## src/rtl/mdio_controller_pkg.sv

```systemverilog
// Shared encodings and field positions for the Clause-22 MDIO management controller.
package mdio_controller_pkg;

    typedef enum logic [1:0] {
        ST_IDLE     = 2'd0,
        ST_PREAMBLE = 2'd1,
        ST_FRAME    = 2'd2,
        ST_DONE     = 2'd3
    } state_t;

    localparam logic [1:0] OP_WRITE = 2'b01;
    localparam logic [1:0] OP_READ  = 2'b10;

    // Transaction word layout, MSB first on the wire
    localparam int ST_MSB      = 31;
    localparam int ST_LSB      = 30;
    localparam int OP_MSB      = 29;
    localparam int OP_LSB      = 28;
    localparam int PHYADDR_MSB = 27;
    localparam int PHYADDR_LSB = 23;
    localparam int REGADDR_MSB = 22;
    localparam int REGADDR_LSB = 18;
    localparam int TA_MSB      = 17;
    localparam int TA_LSB      = 16;
    localparam int DATA_MSB    = 15;
    localparam int DATA_LSB    = 0;

    localparam int FRAME_BITS    = 32;
    localparam int PREAMBLE_BITS = 32;

    localparam logic [4:0] LAST_BIT     = 5'd31;
    localparam logic [4:0] TA_FIRST_BIT = 5'd14;
    localparam logic [4:0] RD_FIRST_BIT = 5'd16;

    function automatic logic op_is_read(input logic [31:0] word);
        return word[OP_MSB:OP_LSB] == OP_READ;
    endfunction

endpackage

```

## src/rtl/mdio_clk_phase.sv

```systemverilog
// Two-cycle bit phase generator: phase 0 presents data, phase 1 raises MDC.
module mdio_clk_phase (
    input  logic i_clk,
    input  logic i_reset,
    input  logic i_run,
    output logic o_phase,
    output logic o_bit_end
);

    logic r_phase;

    always_ff @(posedge i_clk) begin
        if (i_reset || !i_run) begin
            r_phase <= 1'b0;
        end else begin
            r_phase <= ~r_phase;
        end
    end

    assign o_phase   = r_phase;
    assign o_bit_end = i_run & r_phase;

endmodule

```

## src/rtl/mdio_controller.sv

```systemverilog
// MDIO management-station controller (Clause 22). Optional preamble: MDIO_PREAMBLE_EN.
// state    | meaning
// IDLE     | bus released, waiting for MDIO_START
// PREAMBLE | 32 ones driven before the frame (MDIO_PREAMBLE_EN only)
// FRAME    | 32 frame bits shifted out; read data captured after turnaround
// DONE     | one-cycle completion, read data published
module mdio_controller
    import mdio_controller_pkg::*;
(
    input  logic        CLK,
    input  logic        reset,
    input  logic        MDIO_START,
    input  logic [31:0] T_DATA,
    input  logic        MDIO_IN,
    output logic        MDC,
    output logic        MDIO_OUT,
    output logic        MDIO_OE,
    output logic [15:0] RD_DATA,
    output logic        DATA_RDY,
    output logic        BUSY
);

    state_t      r_state;
    state_t      w_next_state;
    logic [31:0] r_shift;
    logic [4:0]  r_bit_cnt;
    logic        r_is_read;
    logic [15:0] r_rd_sr;
    logic [15:0] r_rd_data;
    logic        w_run;
    logic        w_phase;
    logic        w_bit_end;
    logic        w_last_bit;

    assign w_run      = (r_state == ST_FRAME) || (r_state == ST_PREAMBLE);
    assign w_last_bit = w_bit_end && (r_bit_cnt == LAST_BIT);

    mdio_clk_phase u_clk_phase (
        .i_clk     (CLK),
        .i_reset   (reset),
        .i_run     (w_run),
        .o_phase   (w_phase),
        .o_bit_end (w_bit_end)
    );

    always_ff @(posedge CLK) begin
        if (reset) begin
            r_state <= ST_IDLE;
        end else begin
            r_state <= w_next_state;
        end
    end

    // Outputs decode registered state only, so no input reaches a pin combinationally
    always_comb begin
        w_next_state = r_state;
        MDC          = 1'b0;
        MDIO_OUT     = 1'b0;
        MDIO_OE      = 1'b0;
        BUSY         = 1'b1;
        DATA_RDY     = 1'b0;
        case (r_state)
            ST_IDLE: begin
                BUSY = 1'b0;
                if (MDIO_START) begin
`ifdef MDIO_PREAMBLE_EN
                    w_next_state = ST_PREAMBLE;
`else
                    w_next_state = ST_FRAME;
`endif
                end
            end
`ifdef MDIO_PREAMBLE_EN
            ST_PREAMBLE: begin
                MDC      = w_phase;
                MDIO_OE  = 1'b1;
                MDIO_OUT = 1'b1;
                if (w_last_bit) begin
                    w_next_state = ST_FRAME;
                end
            end
`endif
            ST_FRAME: begin
                MDC      = w_phase;
                MDIO_OE  = !(r_is_read && (r_bit_cnt >= TA_FIRST_BIT));
                MDIO_OUT = MDIO_OE & r_shift[31];
                if (w_last_bit) begin
                    w_next_state = ST_DONE;
                end
            end
            ST_DONE: begin
                DATA_RDY     = r_is_read;
                w_next_state = ST_IDLE;
            end
            default: begin
                BUSY         = 1'b0;
                w_next_state = ST_IDLE;
            end
        endcase
    end

    always_ff @(posedge CLK) begin
        if (reset) begin
            r_shift   <= '0;
            r_bit_cnt <= '0;
            r_is_read <= 1'b0;
            r_rd_sr   <= '0;
            r_rd_data <= '0;
        end else if (r_state == ST_IDLE) begin
            if (MDIO_START) begin
                r_shift   <= T_DATA;
                r_bit_cnt <= '0;
                r_is_read <= op_is_read(T_DATA);
                r_rd_sr   <= '0;
            end
        end else if (w_bit_end) begin
            r_bit_cnt <= w_last_bit ? 5'd0 : r_bit_cnt + 5'd1;
            if (r_state == ST_FRAME) begin
                r_shift <= {r_shift[30:0], 1'b0};
                if (r_is_read && (r_bit_cnt >= RD_FIRST_BIT)) begin
                    r_rd_sr <= {r_rd_sr[14:0], MDIO_IN};
                end
                // Last bit is folded in directly so RD_DATA is valid during DONE
                if (r_is_read && w_last_bit) begin
                    r_rd_data <= {r_rd_sr[14:0], MDIO_IN};
                end
            end
        end
    end

    assign RD_DATA = r_rd_data;

endmodule

```

## config.mk

```make
export PLATFORM = sky130hd
export DESIGN_NAME = mdio_controller
export DESIGN_NICKNAME = d
export VERILOG_FILES = /design/src/rtl/mdio_controller_pkg.sv /design/src/rtl/mdio_clk_phase.sv /design/src/rtl/mdio_controller.sv
export SDC_FILE = /design/constraint.sdc
export NUM_CORES = 1
export LEC_CHECK = 0
export ABC_AREA = 1
export CAP_MARGIN = 0
export CELL_PAD_IN_SITES_DETAIL_PLACEMENT = 1
export CELL_PAD_IN_SITES_GLOBAL_PLACEMENT = 1
export CORE_MARGIN = 10
export CORE_UTILIZATION = 37
export DETAILED_ROUTE_END_ITERATION = 8
export GPL_TIMING_DRIVEN = 0
export PLACE_DENSITY_LB_ADDON = 0.2
export SLEW_MARGIN = 25
export SYNTH_ARGS = -nofsm -noshare
export SYNTH_HDL_FRONTEND = slang
export SYNTH_SLANG_ARGS = --single-unit
```

## constraint.sdc

```tcl
create_clock -name CLK -period 2.2 [get_ports CLK]
set_input_delay 0.44 -clock CLK [delete_from_list [all_inputs] [get_ports CLK]]
set_output_delay 0.44 -clock CLK [all_outputs]
set_load 0.005 [all_outputs]
```

# Yosys cells after proc, flatten, opt, wreduce, memory -nomap -nowiden
# Index checks and enable logic that the tools add are counted.
# word_totals
regBits	72
inputBits	36
out_inout_bits	21
# op_classes
addsub	1
order_cmp	2
eq_ne	7
muxes	21
bitwise	4
reduce_logical	19
# op_table
op	n
$mux 32	4
$mux 15	5
$mux 5	4
$reduce_and 4->1	2
$eq 2x2->1 const B	3
$reduce_and 2->1	3
$reduce_bool 2->1	3
$add 5x1->5 const B	1
$eq 5x5->1 const B	1
$ge 5x4->1 const B	1
$ge 5x5->1 const B	1
$mux 1	5
$logic_and 1x1->1	4
$mux 2	2
$ne 2x2->1 const B	2
$pmux 2 s2	1
$reduce_and 3->1	1
$and 1x1->1	2
$eq 2x1->1 const B	1
$logic_not 1->1	2
$logic_not 2->1	1
$logic_or 1x1->1	2
$not 1->1	2
$reduce_or 2->1	1

# Depth between registers and ports, before layout
# logic_depth
word_depth	7
depth_mapped	11
depth_no_buf	9

# Cells and area by module
# Synthesis repeated with hierarchy kept, for this count alone.
# unflattened
cells_unflattened	495
hier_area_um2	3395.8
# modules_own_cells
mod	instances	cells_per_inst	area_each_um2
mdio_controller	1	489	3354.5
mdio_clk_phase	1	6	41.3

# Worst setup path before layout
# No wires, ideal clock.
# synth_timing
path_kind	register to register
from	register r_bit_cnt[1]
to	register r_rd_data[10], in the netlist RD_DATA[10]
arrival_ns	1.513
setup_slack_ns	0.571
path_stages_with_launch	11
n_path_buf	1
synth_period_minus_slack_ns	1.629
path_cell_list	dfxtp_1 ha_1 nand2_1 nor2_1 ha_1 nand3_2 nor2_4 inv_1 buf_2 nor2_1 nor2_1
# synth_via
elab_chain_len	4
# synth_lines
element	line_no	rtl
start, declared	mdio_controller.sv:26	logic [4:0] r_bit_cnt;
start signal, assigned	mdio_controller.sv:117	r_bit_cnt <= w_last_bit ? 5'd0 : r_bit_cnt + 5'd1;
$eq 5x5->1	mdio_controller.sv:36	assign w_last_bit = w_bit_end && (r_bit_cnt == LAST_BIT);
$logic_and 1x1->1	mdio_controller.sv:36	
$logic_and 1x1->1	mdio_controller.sv:124	if (r_is_read && w_last_bit) begin
$reduce_and 4->1 (no line)	-	
end signal, assigned	mdio_controller.sv:125	r_rd_data <= {r_rd_sr[14:0], MDIO_IN};
end, declared	mdio_controller.sv:29	logic [15:0] r_rd_data;
# No other way between the ends.
# A chain may end at the register's enable or synchronous reset.

# Final worst setup path
# layout_timing
from	register r_state[0]
to	output port BUSY
# layout_via
elab_chain_len	3
word_cells_on_any_way	4
# layout_lines
element	line_no	rtl
start, declared	mdio_controller.sv:23	state_t r_state;
start signal, assigned	mdio_controller.sv:50	r_state <= w_next_state;
$eq 2x2->1	mdio_controller.sv:62	case (r_state)
$reduce_or 2->1 (no line) *	-	
$mux 1 *	mdio_controller.sv:62	
end, declared	mdio_controller.sv:20	output logic BUSY
# Every way passes the cells marked *; elsewhere a longest branch is shown, timed or not.

==> impl_metrics.json <==
{
  "grt_setup_unrepaired": "false",
  "fin_util_pct": 48.9,
  "multi_input_area_sq_um": 1620,
  "max_freq_ghz": 0.471,
  "grt_first_pass_wirelength_mm": 15.8,
  "core_sq_um": 8850,
  "synth-seq-cells": 72,
  "fillers": 1187,
  "clock_skew_ns": 0.0129,
  "yosys.area_share.xor_xnor_pct": 0,
  "drtIter0Drc": 92,
  "hold_ws_ns": 0.470,
  "placement.io_buffers": 56,
  "fin_nets": 632,
  "avgSynthCellArea_sq_um": 6.51,
  "crit_slowest_cell": "clkdlybuf4s50_1",
  "ctsHtreeMaxLevel": 3,
  "cp-start-kind": "register",
  "setup_viol": 0,
  "critPathKind": "register to output pin",
  "routed_via_density": 4.70,
  "wl_per_cell_microns": 13.1,
  "drive_gt1_share_pct": 8.07,
  "die_area_sq_um": 13400,
  "core.rowCount": 34,
  "antenna_cells": 0,
  "power.total_mw": 6.02,
  "tightest_slew_ns": 0.539,
  "cts_tree": "built",
  "cap_violations": 0,
  "synth_simple_gate_area_share_pct": 36.8,
  "fin_crit_sh_pct": 96.5,
  "synth_compound_area_share_pct": 8.38,
  "vias": 3306,
  "p_leak_nw": 2.07,
  "endpoint_kind": "output pin",
  "gp_congestion": 0.792,
  "track_usage_pct": 14.4,
  "ctsHoldBuffers": 0,
  "critPathTopFamily": "buffers and inverters",
  "initial_core_util_pct": 38.5,
  "dp_hpwl_mm": 6.79,
  "path_cells": "inv_2 -> ha_4 -> or2_2 -> clkdlybuf4s50_1",
  "maxSlewHeadroom_pct": 64.1,
  "path_max_fanout": 5,
  "cp.arrival_ns": 1.68,
  "root_buffer": "clkbuf_8",
  "yosysUniqueCellTypes": 23,
  "synth_area_sq_um": 3400,
  "fp.dieW_microns": 116,
  "timing.final.hold_violations": 0,
  "syn_nets": 565,
  "fin_crit_ns": 2.12,
  "regArea_sq_um": 1450,
  "grt_overflow": 0,
  "required_ns": 1.76,
  "syn_inst": 523,
  "drv_slew": 0,
  "cts_buffers": 9,
  "dp_cells": 687,
  "yosysWarnings": 0,
  "cp.buffers_inverters": 2,
  "yosys.area_share.adder_pct": 2.21,
  "seq_area_frac_synth_pct": 42.3,
  "clock_latency_ns": 0.35,
  "area_delta_synth_final_pct": 27.0,
  "cts_sinks": 72,
  "synthMuxAreaShare_pct": 0,
  "drtAntennaViolNets": 0,
  "cts.clk_slew.worst_paths_ns": 0.08,
  "ir_drop_v": 0.000479,
  "die_y_microns": 116,
  "reg2reg_slack_ns": 0.26,
  "grt_max_degree": 14,
  "wirelength_mm": 9.18,
  "boundaryPins": 57,
  "synth_top_family_by_area": "simple AND/OR/NAND/NOR gates",
  "cts_buffer_depth": 2,
  "status": "completed",
  "power_density_nw_per_um2": 1390,
  "drtPass1Iterations": 4,
  "antenna_found_initial": 0,
  "grt_pass1_vias": 3484,
  "hold_path.class": "register to register",
  "drc": 0,
  "tns_ns": 0,
  "cp_slowest_stage_delay_ns": 0.45,
  "fin_cells": 703
}
## final cells by class
class,count,share of cell area (%)
Clock inverter,6,1.59
Buffer,27,4.14
Clock buffer,10,3.18
Inverter,46,3.99
Multi-Input combinational cell,378,37.6
Timing Repair Buffer,56,13.0
Tap cell,108,3.13
Sequential cell,72,33.4
## cells by family after synthesis
| group | Yosys count |
|---|---|
| adder cells (fa/ha/maj) | 6 |
| AO/OA/AOI/OAI | 57 |
| AND/OR/NAND/NOR | 315 |
| flip-flops | 72 |
| buffers and inverters | 73 |
## Yosys cell counts, drive strengths merged
| cell | number | area (sq um) |
|---|---|---|
| buf | 19 | 149 |
| dfxtp | 72 | 1440 |
| inv | 46 | 173 |
| or2 | 1 | 6.26 |
| nand2 | 171 | 659 |
| clkbuf | 8 | 30.0 |
| a21oi | 8 | 40.0 |
| nor2 | 133 | 514 |
| nand3b | 1 | 7.51 |
| nand4 | 1 | 6.26 |
| nor3 | 2 | 10.0 |
| nand3 | 6 | 47.6 |
| ha | 6 | 75.1 |
| o21ai | 49 | 245 |
## worst paths after layout
path                                                start                       to  depth (start not counted)
worst max-delay path              r_state[0]$_SDFFE_PP0P_                     BUSY                          4
worst min-delay path              r_shift[0]$_SDFFE_PP0P_  r_shift[0]$_SDFFE_PP0P_                          2
worst max register to register  r_bit_cnt[1]$_SDFFE_PP0P_  RD_DATA[6]$_SDFFE_PP0P_                         10
worst min register to register    r_shift[0]$_SDFFE_PP0P_  r_shift[0]$_SDFFE_PP0P_                          2
## through the flow
stage | cell area (sq um) | setup slack, ns
after floorplan | 3400 | 0.571
after global placement | 4100 | 0.119
after detailed placement | 4100 | 0.0981
after CTS | 4320 | 0.0186
after global routing | 4320 | 0.0131
final | 4320 | 0.0765
## worst reg2reg max path, cell delays in order, from the launching register on
cell	delay, ns
dfxtp_1	0.43
ha_1	0.21
nand2_1	0.07
nor2_1	0.11
ha_1	0.19
nand3_2	0.12
nor2_4	0.19
inv_1	0.14
buf_2	0.21
nor2_1	0.12
nor2_1	0.06
## layer usage
layer  up-vias  part of all wire (%)  track usage [%]
met2        37                    48             25.4
li1       1715                     -                -
met3        10                   4.9             3.98
met4         0                   1.4             5.25
met5         -                     0                0
met1      1544                    45             16.1
## cell usage in the layout, fill, tap and decap left out, drive strengths merged, types with 2 or more instances in the layout
| master | instances |
|---|---|
| nand2 | 171 |
| nor2 | 133 |
| dfxtp | 72 |
| clkdlybuf4s50 | 54 |
| o21ai | 49 |
| inv | 46 |
| buf | 19 |
| clkbuf | 18 |
| a21oi | 8 |
| ha | 6 |
| nand3 | 6 |
| clkinv | 4 |
| nor3 | 2 |
## state kept, by name, summed over array words and instances, names as in the netlist
name,flops
RD_DATA,16
r_bit_cnt,5
r_is_read,1
r_rd_sr,15
r_shift,32
r_state,2
u_clk_phase.o_phase,1
## report_power, final
part / switching (mW) / total, mW / internal [mW]
Clock: 0.541 / 1.10 / 0.559
Sequential: 0.199 / 1.96 / 1.76
Combinational: 1.86 / 2.96 / 1.10
Total: 2.60 / 6.02 / 3.42
## what timing repair did
item                       4_1_cts  5_1_grt
setup endpoints to repair        3        2
buffers inserted                 0        0
resized for setup                4        3
Power figures use the tool's default switching activity.
